<file path="config.mk">
export PLATFORM = sky130hd
export DESIGN_NAME = sdram_port_arbiter
export DESIGN_NICKNAME = d
export VERILOG_FILES = /design/src/rtl/sdram_port_arbiter.sv
export SDC_FILE = /design/constraint.sdc
export NUM_CORES = 1
export LEC_CHECK = 0
export BUFFER_PORTS_ARGS = -buffer_cell sky130_fd_sc_hd__buf_2
export CORE_ASPECT_RATIO = 0.7
export CORE_MARGIN = 2
export CORE_UTILIZATION = 40
export CTS_CLUSTER_DIAMETER = 200
export DETAILED_ROUTE_END_ITERATION = 10
export GPL_TIMING_DRIVEN = 0
export PLACE_DENSITY = 0.66
export SYNTH_ARGS = -nofsm -noshare
export SYNTH_HDL_FRONTEND = slang
export SYNTH_SLANG_ARGS = --single-unit
</file>
<file path="constraint.sdc">
create_clock -name clk -period 2.8 [get_ports clk]
set_clock_uncertainty 0.15 [all_clocks]
set_input_delay 0.42 -clock clk [delete_from_list [all_inputs] [get_ports clk]]
set_output_delay 0.42 -clock clk [all_outputs]
set_load 0.05 [all_outputs]
</file>
<file path="src/rtl/sdram_port_arbiter.sv">
// Two-port byte arbiter in front of the SDRAM controller: serialises client reads/writes
// and periodic refreshes into single-cycle commands and returns data/ack to the owner.
module sdram_port_arbiter #(
  parameter int REFRESH_CYCLES = 780,
  parameter int AW             = 23
) (
  input  logic          clk,
  input  logic          resetn,

  input  logic          a_req,
  input  logic          a_we,
  input  logic [AW-1:0] a_addr,
  input  logic [7:0]    a_din,
  output logic [7:0]    a_dout,
  output logic          a_ack,

  input  logic          b_req,
  input  logic          b_we,
  input  logic [AW-1:0] b_addr,
  input  logic [7:0]    b_din,
  output logic [7:0]    b_dout,
  output logic          b_ack,

  output logic          ctl_rd,
  output logic          ctl_wr,
  output logic          ctl_refresh,
  output logic [AW-1:0] ctl_addr,
  output logic [7:0]    ctl_din,
  input  logic [7:0]    ctl_dout,
  input  logic          ctl_data_ready,
  input  logic          ctl_busy,

  output logic          refresh_overrun
);

  localparam logic [15:0] REF_LAST = 16'(REFRESH_CYCLES - 1);

  typedef enum logic [1:0] {IDLE, ISSUE, GUARD, WAIT} state_t;
  typedef enum logic [1:0] {OWN_A, OWN_B, OWN_REF} owner_t;

  state_t        state;
  state_t        state_nxt;
  owner_t        owner;
  owner_t        grant_owner;
  logic          grant;
  logic          done;
  logic          cmd_we;
  logic          last_b;
  logic          refresh_pending;
  logic [15:0]   ref_cnt;
  logic          ref_wrap;
  logic          ref_clear;
  logic          a_live;
  logic          b_live;
  logic          sel_we;
  logic [AW-1:0] sel_addr;
  logic [7:0]    sel_din;

  // A port that is being acked this cycle still shows its old request; hide it.
  assign a_live    = a_req & ~a_ack;
  assign b_live    = b_req & ~b_ack;
  assign ref_wrap  = (ref_cnt == REF_LAST);
  assign ref_clear = (state == ISSUE) && (owner == OWN_REF);

  always_comb begin
    state_nxt   = state;
    grant       = 1'b0;
    grant_owner = owner;
    done        = 1'b0;
    case (state)
      IDLE: begin
        if (!ctl_busy) begin
          if (refresh_pending) begin
            grant       = 1'b1;
            grant_owner = OWN_REF;
          end else if (a_live && (!b_live || last_b)) begin
            grant       = 1'b1;
            grant_owner = OWN_A;
          end else if (b_live) begin
            grant       = 1'b1;
            grant_owner = OWN_B;
          end
        end
        if (grant) state_nxt = ISSUE;
      end
      ISSUE: state_nxt = GUARD;
      GUARD: state_nxt = WAIT;
      WAIT: begin
        if (owner == OWN_REF || cmd_we) done = !ctl_busy;
        else                            done = ctl_data_ready;
        if (done) state_nxt = IDLE;
      end
      default: state_nxt = IDLE;
    endcase
  end

  always_comb begin
    sel_we   = a_we;
    sel_addr = a_addr;
    sel_din  = a_din;
    if (grant_owner == OWN_B) begin
      sel_we   = b_we;
      sel_addr = b_addr;
      sel_din  = b_din;
    end
  end

  always_ff @(posedge clk or negedge resetn) begin
    if (!resetn) state <= IDLE;
    else         state <= state_nxt;
  end

  // Grant -> registered command pulse
  always_ff @(posedge clk or negedge resetn) begin
    if (!resetn) begin
      owner       <= OWN_A;
      cmd_we      <= 1'b0;
      last_b      <= 1'b1;
      ctl_rd      <= 1'b0;
      ctl_wr      <= 1'b0;
      ctl_refresh <= 1'b0;
      ctl_addr    <= '0;
      ctl_din     <= '0;
    end else begin
      ctl_rd      <= 1'b0;
      ctl_wr      <= 1'b0;
      ctl_refresh <= 1'b0;
      if (grant) begin
        owner <= grant_owner;
        if (grant_owner == OWN_REF) begin
          cmd_we      <= 1'b0;
          ctl_refresh <= 1'b1;
          ctl_addr    <= '0;
          ctl_din     <= '0;
        end else begin
          cmd_we   <= sel_we;
          ctl_rd   <= !sel_we;
          ctl_wr   <= sel_we;
          ctl_addr <= sel_addr;
          ctl_din  <= sel_din;
          last_b   <= (grant_owner == OWN_B);
        end
      end
    end
  end

  // Completion -> registered ack pulse and read-data capture
  always_ff @(posedge clk or negedge resetn) begin
    if (!resetn) begin
      a_ack  <= 1'b0;
      b_ack  <= 1'b0;
      a_dout <= '0;
      b_dout <= '0;
    end else begin
      a_ack <= done && (owner == OWN_A);
      b_ack <= done && (owner == OWN_B);
      if (done && !cmd_we && owner == OWN_A) a_dout <= ctl_dout;
      if (done && !cmd_we && owner == OWN_B) b_dout <= ctl_dout;
    end
  end

  // Refresh timer: free-running, pending never accumulates beyond one
  always_ff @(posedge clk or negedge resetn) begin
    if (!resetn) begin
      ref_cnt         <= '0;
      refresh_pending <= 1'b0;
      refresh_overrun <= 1'b0;
    end else begin
      if (ref_wrap) ref_cnt <= '0;
      else          ref_cnt <= ref_cnt + 16'd1;
      if (ref_wrap) begin
        refresh_pending <= 1'b1;
        if (refresh_pending && !ref_clear) refresh_overrun <= 1'b1;
      end else if (ref_clear) begin
        refresh_pending <= 1'b0;
      end
    end
  end

endmodule

</file>
==> impl_metrics.tcl, run 1 <==
set metrics [dict create \
    synth_edf_count 0 \
    timing.final.crit_share 0.813 \
    wirelength_mm 11.3 \
    die-width_um 123 \
    p_clk_frac 0.235 \
    grt.total_usage 0.218 \
    worst_pin_slew_ns 0.519 \
    tns_ns 0 \
    die-area_um2 10800 \
    min_to "ctl_rd" \
    grt_max_degree 61 \
    grt_pass1_wl_mm 18.2 \
    clock-root-buffer "clkbuf_16" \
    relSlewSlack 0.654 \
    p_int_uw 3130 \
    status "finished clean" \
    initial_utilization 0.411 \
    drive_gt1_frac 0.345 \
    cp_slowest_cell "dfrtp_1" \
    path_buf_inv 2 \
    path_cells "inv_1 > ha_1 > nand2b_4 > o21bai_1 > a22oi_2 > buf_2 > nand3_1 > a31oi_1" \
    via_per_inst 5.43 \
    dpl.hpwl_mm 8.13 \
    synth.distinct_cells 44 \
    synth_top_flop_cell "dfrtp_1" \
    timing.fmax_ghz 0.439 \
    core_um2 9680 \
    synthesis.nets 498 \
    leakagePower_uw 0.00247 \
    worstHoldPathType "in2reg" \
    setup_viol 0 \
    cts_inserted_buffers 9 \
    critPathRequiredTime_ns 2.90 \
    antenna_found_initial 1 \
    synth_area_um2 3980 \
    ys_top_cells_by_count "75 x dfrtp_1, 45 x nor2_1, 34 x and3_1" \
    synth_largest_area_cell "dfrtp_1" \
    synth.top_cell.area_share 0.471 \
    tritoncts "done" \
    r2r_slack_ns 0.52 \
    rsz0062_at_grt "no" \
    p_sw_uw 2690 \
    rows 30 \
    numPortBuffers 130 \
    post_synth.cell_area_avg_um2 9.62 \
    routedWlPerCell_um 16.4 \
    antenna_cells 0 \
    cts_buffer_depth 2 \
    overflow 0 \
    fin_nets 641 \
    cts_resized 0 \
    drt_iter0_markers 136 \
    r2r_end "cmd_we" \
    dr.pass1.iters 4 \
    power.density_nw_per_um2 1120 \
    max-cap-violations 0 \
    ant_nets 0 \
    gp_congestion 0.873 \
    ios 131 \
    yosysSeqAreaShare 0.478 \
    crit_fanout 10 \
    vias 3749 \
    crit_family "compound AO/OA/AOI/OAI gates" \
    slew_viol_final 0 \
    critPathMaxStageDelay_ns 0.40 \
    swShare 0.462 \
    rr_startpoint "state[0]" \
    fp.dieH_um 87.5 \
    drc 0 \
    min_path_cells 2 \
    final_core_util 0.535 \
    crit_arrival_ns 2.37 \
    power_frac_seq 0.292 \
    cts_max_level 3 \
    syn_inst 414 \
    yosys_warnings 0 \
    clk_pin_slew_ns 0.06 \
    crit_path_end_kind "register" \
    worstRegToRegCells 8 \
    syn_to_final_growth_pct 30.2 \
    yosys_register_bits 76 \
    combPwrFrac 0.472 \
    holdCritStartpoint "a_we" \
    fin_crit_ns 2.28 \
    yosys-top-cells-area "dfrtp_1 47%, a21boi_1 6.0%, and3_1 5.3%" \
    crit_path_start_kind "register" \
    clock-sinks 76 \
    yosysMostFrequentCell "dfrtp_1" \
    grt_pass1_vias 3608 \
    clk-insertion-delay-late_ns 0.33 \
    ir_drop_v 0.000560 \
    crit_type "reg2reg" \
    hold_violations 0 \
    synthArstFlopShare 1.00 \
]
-- power groups by stage --
stage	combinational [uW]	clock (uW)	sequential, uW
final	2750	1370	1700
after detailed placement	2750	0	1720
after CTS	2760	1390	1700
after global routing	2950	1450	1740
after floorplan	849	0	2890
after global placement	2700	0	1710
-- per-stage QoR --
step / setup WS [ns] / cells / instance area (um2) / total power, uW / hold slack, ns
after CTS: 0.529 / 690 / 5180 / 5860 / 0.146
after global placement: 0.573 / 672 / 4790 / 4400 / 0.314
final: 0.523 / 690 / 5180 / 5820 / 0.160
after floorplan: 0.821 / 414 / 3980 / 3740 / -0.0256
after detailed placement: 0.544 / 673 / 4820 / 4470 / 0.167
after global routing: 0.343 / 690 / 5180 / 6140 / 0.170
-- sequential cells by signal, summed over array words and instances (netlist names), 2 cells and up --
signal / cells
ctl_din: 8
owner: 2
ctl_addr: 23
a_dout: 8
b_dout: 8
ref_cnt: 16
state: 2
-- how the worst max path moves through the flow --
stage	startpoint	endpoint	slack (ns)	cells after the start
global placement	resetn	a_dout[0]	0.57	1
floorplan	a_ack	ctl_rd	0.82	6
CTS	state[0]	cmd_we	0.53	8
global route	state[0]	cmd_we	0.34	8
finish	state[0]	cmd_we	0.52	8
detailed placement	state[0]	cmd_we	0.54	8
-- repair_timing --
| action | 4_1_cts | 5_1_grt |
|---|---|---|
| endpoints found under the setup margin | 0 | 0 |
| hold buffers | 1 | 0 |
| setup buffers | 0 | 0 |
| endpoints found under the hold margin | 16 | 0 |
-- layout by cell type (no fill, tap or decap), types with 6 or more instances in the layout --
master,count
a21boi_1,32
mux2_2,17
ha_1,6
buf_2,149
clkbuf_16,9
xnor2_1,11
a21oi_1,33
and3_1,34
a31oi_1,32
nand2_1,7
nand3_1,9
clkbuf_1,12
o21ai_1,32
nor2_1,45
nor2b_1,6
dfrtp_1,75
-- routing by layer --
| metal | share of wire | up-vias | GRT usage |
|---|---|---|---|
| li1 | - | 1774 | - |
| met1 | 0.47 | 1785 | 0.307 |
| met2 | 0.43 | 173 | 0.318 |
| met3 | 0.086 | 15 | 0.0674 |
| met4 | 0.012 | 2 | 0.0702 |
| met5 | 0.0012 | - | 0 |
-- cells by family (layout without fill, tap and decap cells) --
group	count (synthesis)	in the layout	synth area share
xor gates and xnor gates	15	15	0.0330
buffers and inverters	39	187	0.0449
DFF	76	76	0.478
and+or+nand+nor	120	120	0.160
adders and majority gates	6	6	0.0189
AOI/OAI and AO/OA	140	140	0.214
muxes	18	18	0.0506
-- cell type report --
| type | instances | area (um2) |
|---|---|---|
| plain buffers | 33 | 156 |
| clock buffers | 12 | 256 |
| clock inverters | 4 | 95.1 |
| fillers | 919 | 4500 |
| inverters | 6 | 22.5 |
| multi-input cells | 299 | 1900 |
| flip-flops and latches | 76 | 1900 |
| well taps | 128 | 160 |
| repair buffers | 132 | 691 |
-- worst register-to-register path, cell delays in order, from the launching register on --
cell      delay, ns
dfrtp_1        0.40
inv_1          0.13
ha_1           0.27
nand2b_4       0.10
o21bai_1       0.17
a22oi_2        0.33
buf_2          0.31
nand3_1        0.13
a31oi_1        0.20
(Power assumes the default switching activity.)
==> run 2: changes to the inputs <==
==> constraint.sdc (replaced) <==
create_clock -name clk -period 2.3 [get_ports clk]
set_clock_uncertainty 0.15 [all_clocks]
set_input_delay 0.345 -clock clk [delete_from_list [all_inputs] [get_ports clk]]
set_output_delay 0.345 -clock clk [all_outputs]
set_load 0.05 [all_outputs]
==> run 2 against run 1 <==
Effect of this change:
- routed wire length up 0.23%
- fmax rose by 7.4%
- critical path depth stayed put
- clock-buffer cell count unchanged
- worst setup slack lost 0.34 ns
- hold slack got worse by 0.077 ns
- non-clock buffer count increased by 2
- power rose by 23%
==> impl_metrics.tcl, run 2 (synthesis gave the netlist of run 1 again) <==
set metrics [dict create \
    status "finished clean" \
    antenna_cells 0 \
    fin_nets 643 \
    fin_crit_ns 2.12 \
    min_path_cells 2 \
    r2r_slack_ns 0.18 \
    total_power_uw 7170 \
    largest_registers "ctl_addr: 23 flops, ref_cnt: 16 flops" \
    timing.final.crit_share 0.922 \
    crit_path_end_kind "register" \
    vias 3750 \
    leakagePower_uw 0.00249 \
    dp_cells 673 \
    grt.total_usage 0.218 \
    ir_drop_v 0.000686 \
    max-cap-violations 0 \
    wirelength_mm 11.3 \
    drt_iter0_markers 143 \
    die-area_um2 10800 \
    p_sw_uw 3290 \
    grt_max_degree 61 \
    drive_gt1_frac 0.358 \
    numPortBuffers 130 \
    final_core_util 0.540 \
    syn_to_final_growth_pct 31.4 \
    postPlaceCellArea_um2 4820 \
    p_clk_frac 0.232 \
    fp.dieH_um 87.5 \
    clk-insertion-delay-late_ns 0.33 \
    via_per_inst 5.42 \
    timing.fmax_ghz 0.471 \
    hold_violations 0 \
    clock-sinks 76 \
    routedWlPerCell_um 16.4 \
    fillers 909 \
    grt_pass1_wl_mm 18.2 \
    crit_fanout 10 \
    wl_met1_mm 5.37 \
    crit_type "reg2reg" \
    worst_pin_slew_ns 0.489 \
    critPathRequiredTime_ns 2.41 \
    gp_congestion 0.873 \
    ios 131 \
    initial_utilization 0.411 \
    cts_buffer_depth 2 \
    p_int_uw 3890 \
    rows 30 \
    power_frac_seq 0.289 \
    core_um2 9680 \
    antenna_found_initial 1 \
    slew_viol_final 0 \
    overflow 0 \
    clk_pin_slew_ns 0.06 \
    final_common_cell "buf_2" \
    largest_register "ctl_addr" \
    die-width_um 123 \
    final_area_um2 5230 \
    worstRegToRegCells 8 \
    highest_layer "met5" \
    cts_inserted_buffers 9 \
    layoutNonFillerInstCount 692 \
    setup_viol 0 \
    worstHoldPathType "in2reg" \
    ant_nets 0 \
    wl_met3_um 996 \
    drc 0 \
    largest_register_ffs 23 \
    power.density_nw_per_um2 1370 \
    combPwrFrac 0.479 \
    crit_path_start_kind "register" \
    tns_ns 0 \
    clock-root-buffer "clkbuf_16" \
    tritoncts "done" \
    dr.pass1.iters 4 \
    dpl.hpwl_mm 8.13 \
    layout_common_cells "143 x buf_2, 75 x dfrtp_1, 45 x nor2_1" \
    grt_pass1_vias 3608 \
    route.met2.wl_mm 4.81 \
    cts_max_level 3 \
    swShare 0.458 \
    rsz0062_at_grt "no" \
    relSlewSlack 0.674 \
    crit_arrival_ns 2.23 \
]
run 2: cell types whose count changed in the layout (fill, tap and decap cells not counted):
| cell | delta |
|---|---|
| inv_1 | -2 |
| clkbuf_2 | +3 |
| ha_4 | +1 |
| buf_4 | +6 |
| buf_2 | -6 |
| ha_1 | -1 |
| inv_2 | +2 |
| clkbuf_4 | +2 |
| clkbuf_1 | -3 |
run 2: power by group through the flow:
stage                     registers (uW)  logic (uW)  clock network (uW)
after global routing                2130        3680                1760
after floorplan                     3520        1030                   0
final                               2080        3430                1660
after global placement              2080        3280                   0
after CTS                           2070        3360                1700
after detailed placement            2090        3350                   0
run 2: per-layer routing:
layer	GRT usage	vias up
met5	0	-
met4	0.0702	2
met3	0.0674	14
met2	0.318	166
met1	0.307	1791
li1	-	1777
run 2: metrics by stage:
stage               hold WS (ns)  setup slack (ns)
finish                    0.0835             0.179
global route              0.0947            0.0229
CTS                       0.0707            0.0286
detailed placement        0.0925            0.0436
global placement           0.314             0.122
floorplan                 -0.101             0.321
run 2: worst paths after layout:
path	start	endpoint
worst min-delay path	a_we	ctl_rd
worst min register to register	ref_cnt[15]	ref_cnt[15]
max in group asynchronous	resetn	last_b
worst max register to register	state[0]	ctl_din[7]
worst max-delay path	state[0]	ctl_din[7]
min in group asynchronous	resetn	ctl_addr[17]
run 2: final cells by class:
type	instances	area, um2	area share
multi-input combinational	299	1910	0.366
sequential	76	1900	0.364
inverter	6	22.5	0.00431
buffer	33	175	0.0335
timing repair buffer	134	706	0.135
clock buffer	12	256	0.0490
tap	128	160	0.0306
clock inverter	4	95.1	0.0182
run 2: worst max-delay path: stages (launching register included):
cell      delay (ns)
dfrtp_1         0.41
inv_2           0.12
ha_4            0.17
nand2b_4        0.08
o21bai_1        0.17
a22oi_2         0.36
clkbuf_4        0.31
a31oi_1         0.10
a21oi_1         0.18
run 2: repair_timing:
item                                    CTS  global route
hold endpoints to repair                 16             0
setup buffers                             0             2
hold buffers                              1             0
resized for setup                         0            20
endpoints found under the setup margin    0            33
==> run 3: changes to the inputs <==
--- a/config.mk
+++ b/config.mk
@@ -13,6 +13,7 @@
 export DETAILED_ROUTE_END_ITERATION = 10
 export GPL_TIMING_DRIVEN = 0
 export PLACE_DENSITY = 0.66
+export REMOVE_ABC_BUFFERS = 1
 export SYNTH_ARGS = -nofsm -noshare
 export SYNTH_HDL_FRONTEND = slang
 export SYNTH_SLANG_ARGS = --single-unit
==> run 3 against run 2 <==
Effect of this change:
- utilization is 0.43 points lower
- die area stayed put
- final cell count is 2.9% lower
- non-clock buffer count is 22 lower
- flip-flop and latch count stayed put
- critical path type unchanged
- critical endpoint is now ctl_rd
==> impl_metrics.tcl, run 3 (synthesis gave the netlist of run 1 again) <==
set metrics [dict create \
    numPortBuffers 130 \
    cts_buffer_depth 2 \
    cts_inserted_buffers 9 \
    fp.dieH_um 87.5 \
    critPathRequiredTime_ns 2.39 \
    overflow 0 \
    initial_utilization 0.411 \
    timing.final.crit_share 0.970 \
    crit_path_start_kind "register" \
    fin_crit_ns 2.23 \
    rows 30 \
    drc 0 \
    grt_max_degree 66 \
    wirelength_mm 11.5 \
    tritoncts "done" \
    vias 3774 \
    final_common_cell "buf_2" \
    worst_pin_slew_ns 0.859 \
    drt_iter0_markers 219 \
    ios 131 \
    relSlewSlack 0.426 \
    core_um2 9680 \
    die-area_um2 10800 \
    status "finished clean" \
    ir_drop_v 0.000690 \
    antenna_found_initial 0 \
    layout_common_cells "129 x buf_2, 75 x dfrtp_1, 44 x nor2_1" \
    max-cap-violations 0 \
    fillers 891 \
    fin_nets 623 \
    clk-insertion-delay-late_ns 0.33 \
    die-width_um 123 \
    dp_cells 645 \
    final_core_util 0.536 \
    largest_register "ctl_addr" \
    worstHoldPathType "in2reg" \
    power.density_nw_per_um2 1310 \
    crit_type "reg2reg" \
    dr.pass1.iters 5 \
    largest_registers "ctl_addr: 23 flops, ref_cnt: 16 flops" \
    setup_viol 0 \
    gp_congestion 0.785 \
    crit_fanout 20 \
    ant_nets 0 \
    clk_pin_slew_ns 0.06 \
    grt_pass1_vias 3698 \
    grt.total_usage 0.215 \
    clock-sinks 76 \
    grt_use_met1 0.279 \
    crit_arrival_ns 2.32 \
    layoutNonFillerInstCount 672 \
    cts_max_level 3 \
    antenna_cells 0 \
    holdCritStartpoint "a_we" \
    timing.fmax_ghz 0.448 \
    largest_register_ffs 23 \
    dpl.hpwl_mm 7.28 \
    slew_viol_final 0 \
    via_per_inst 5.62 \
    crit_path_end_kind "register" \
    routedWlPerCell_um 17.1 \
    startpoint "state[0]" \
    hold_violations 0 \
    grtUsageMet2 0.344 \
    grt_pass1_wl_mm 17.9 \
    syn_to_final_growth_pct 30.3 \
    top_usage_layer "met2" \
    grt_use_met3 0.0746 \
    drive_gt1_frac 0.353 \
    rr_startpoint "state[0]" \
    leakagePower_uw 0.00246 \
    clock-root-buffer "clkbuf_16" \
]
==> run 3: per-stage QoR <==
stage               setup TNS, ns  area [um2]  hold WS (ns)  setup WS [ns]  total power [uW]
floorplan                  -36.09        3820        -0.101          -1.23              4490
global placement           -78.55        4640         0.301          -2.41              5290
detailed placement         -41.33        4790        0.0525          -1.37              5430
CTS                             0        5140        0.0553        0.00899              6790
global route             -0.00400        5190        0.0647       -0.00400              7150
finish                          0        5190        0.0717         0.0686              6790
==> run 3: timing repair <==
| action | CTS | global route |
|---|---|---|
| pin swaps | 2 | 2 |
| cloned | 2 | 1 |
| endpoints found under the hold margin | 11 | 0 |
| buffers inserted | 6 | 1 |
| hold buffers | 1 | 0 |
| resized for setup | 11 | 3 |
| endpoints found under the setup margin | 36 | 33 |
==> run 3: worst paths after layout <==
path	end	slack, ns	depth (start not counted)
min reg2reg	refresh_overrun	0.32	1
max reg2reg	ctl_rd	0.07	9
max in group asynchronous	last_b	1.14	3
min in group asynchronous	ctl_addr[20]	0.26	2
max	ctl_rd	0.07	9
min	ctl_rd	0.07	2
==> run 3: power breakdown <==
| part | leakage (uW) | total [uW] | internal (uW) | switching [uW] |
|---|---|---|---|---|
| sequential | 0.000923 | 2070 | 1810 | 258 |
| clock | 0.000133 | 1280 | 755 | 524 |
| combinational | 0.00140 | 3440 | 943 | 2500 |
| total | 0.00246 | 6790 | 3510 | 3280 |
==> run 3: metal layers <==
metal  up-vias  share of wire
li1       1738              -
met1      1876           0.45
met2       151           0.47
met3         9          0.078
met4         0         0.0083
met5         -              0
==> run 3: cell type report <==
cell class	count	area (um2)	area share
multi-input cells	301	1960	0.377
flip-flops and latches	76	1900	0.367
repair buffers	145	873	0.168
clock buffers	13	250	0.0482
well taps	128	160	0.0309
inverters	6	30.0	0.00579
clock inverters	3	15.0	0.00289
==> run 3: worst max-delay path: stages, from the launching register on <==
cell and delay [ns]:
dfrtp_1 0.40, inv_2 0.09, ha_4 0.18, and3b_2 0.26, a21oi_4 0.18, buf_12 0.18
and2_4 0.18, inv_2 0.04, or4_1 0.40, o31ai_1 0.08
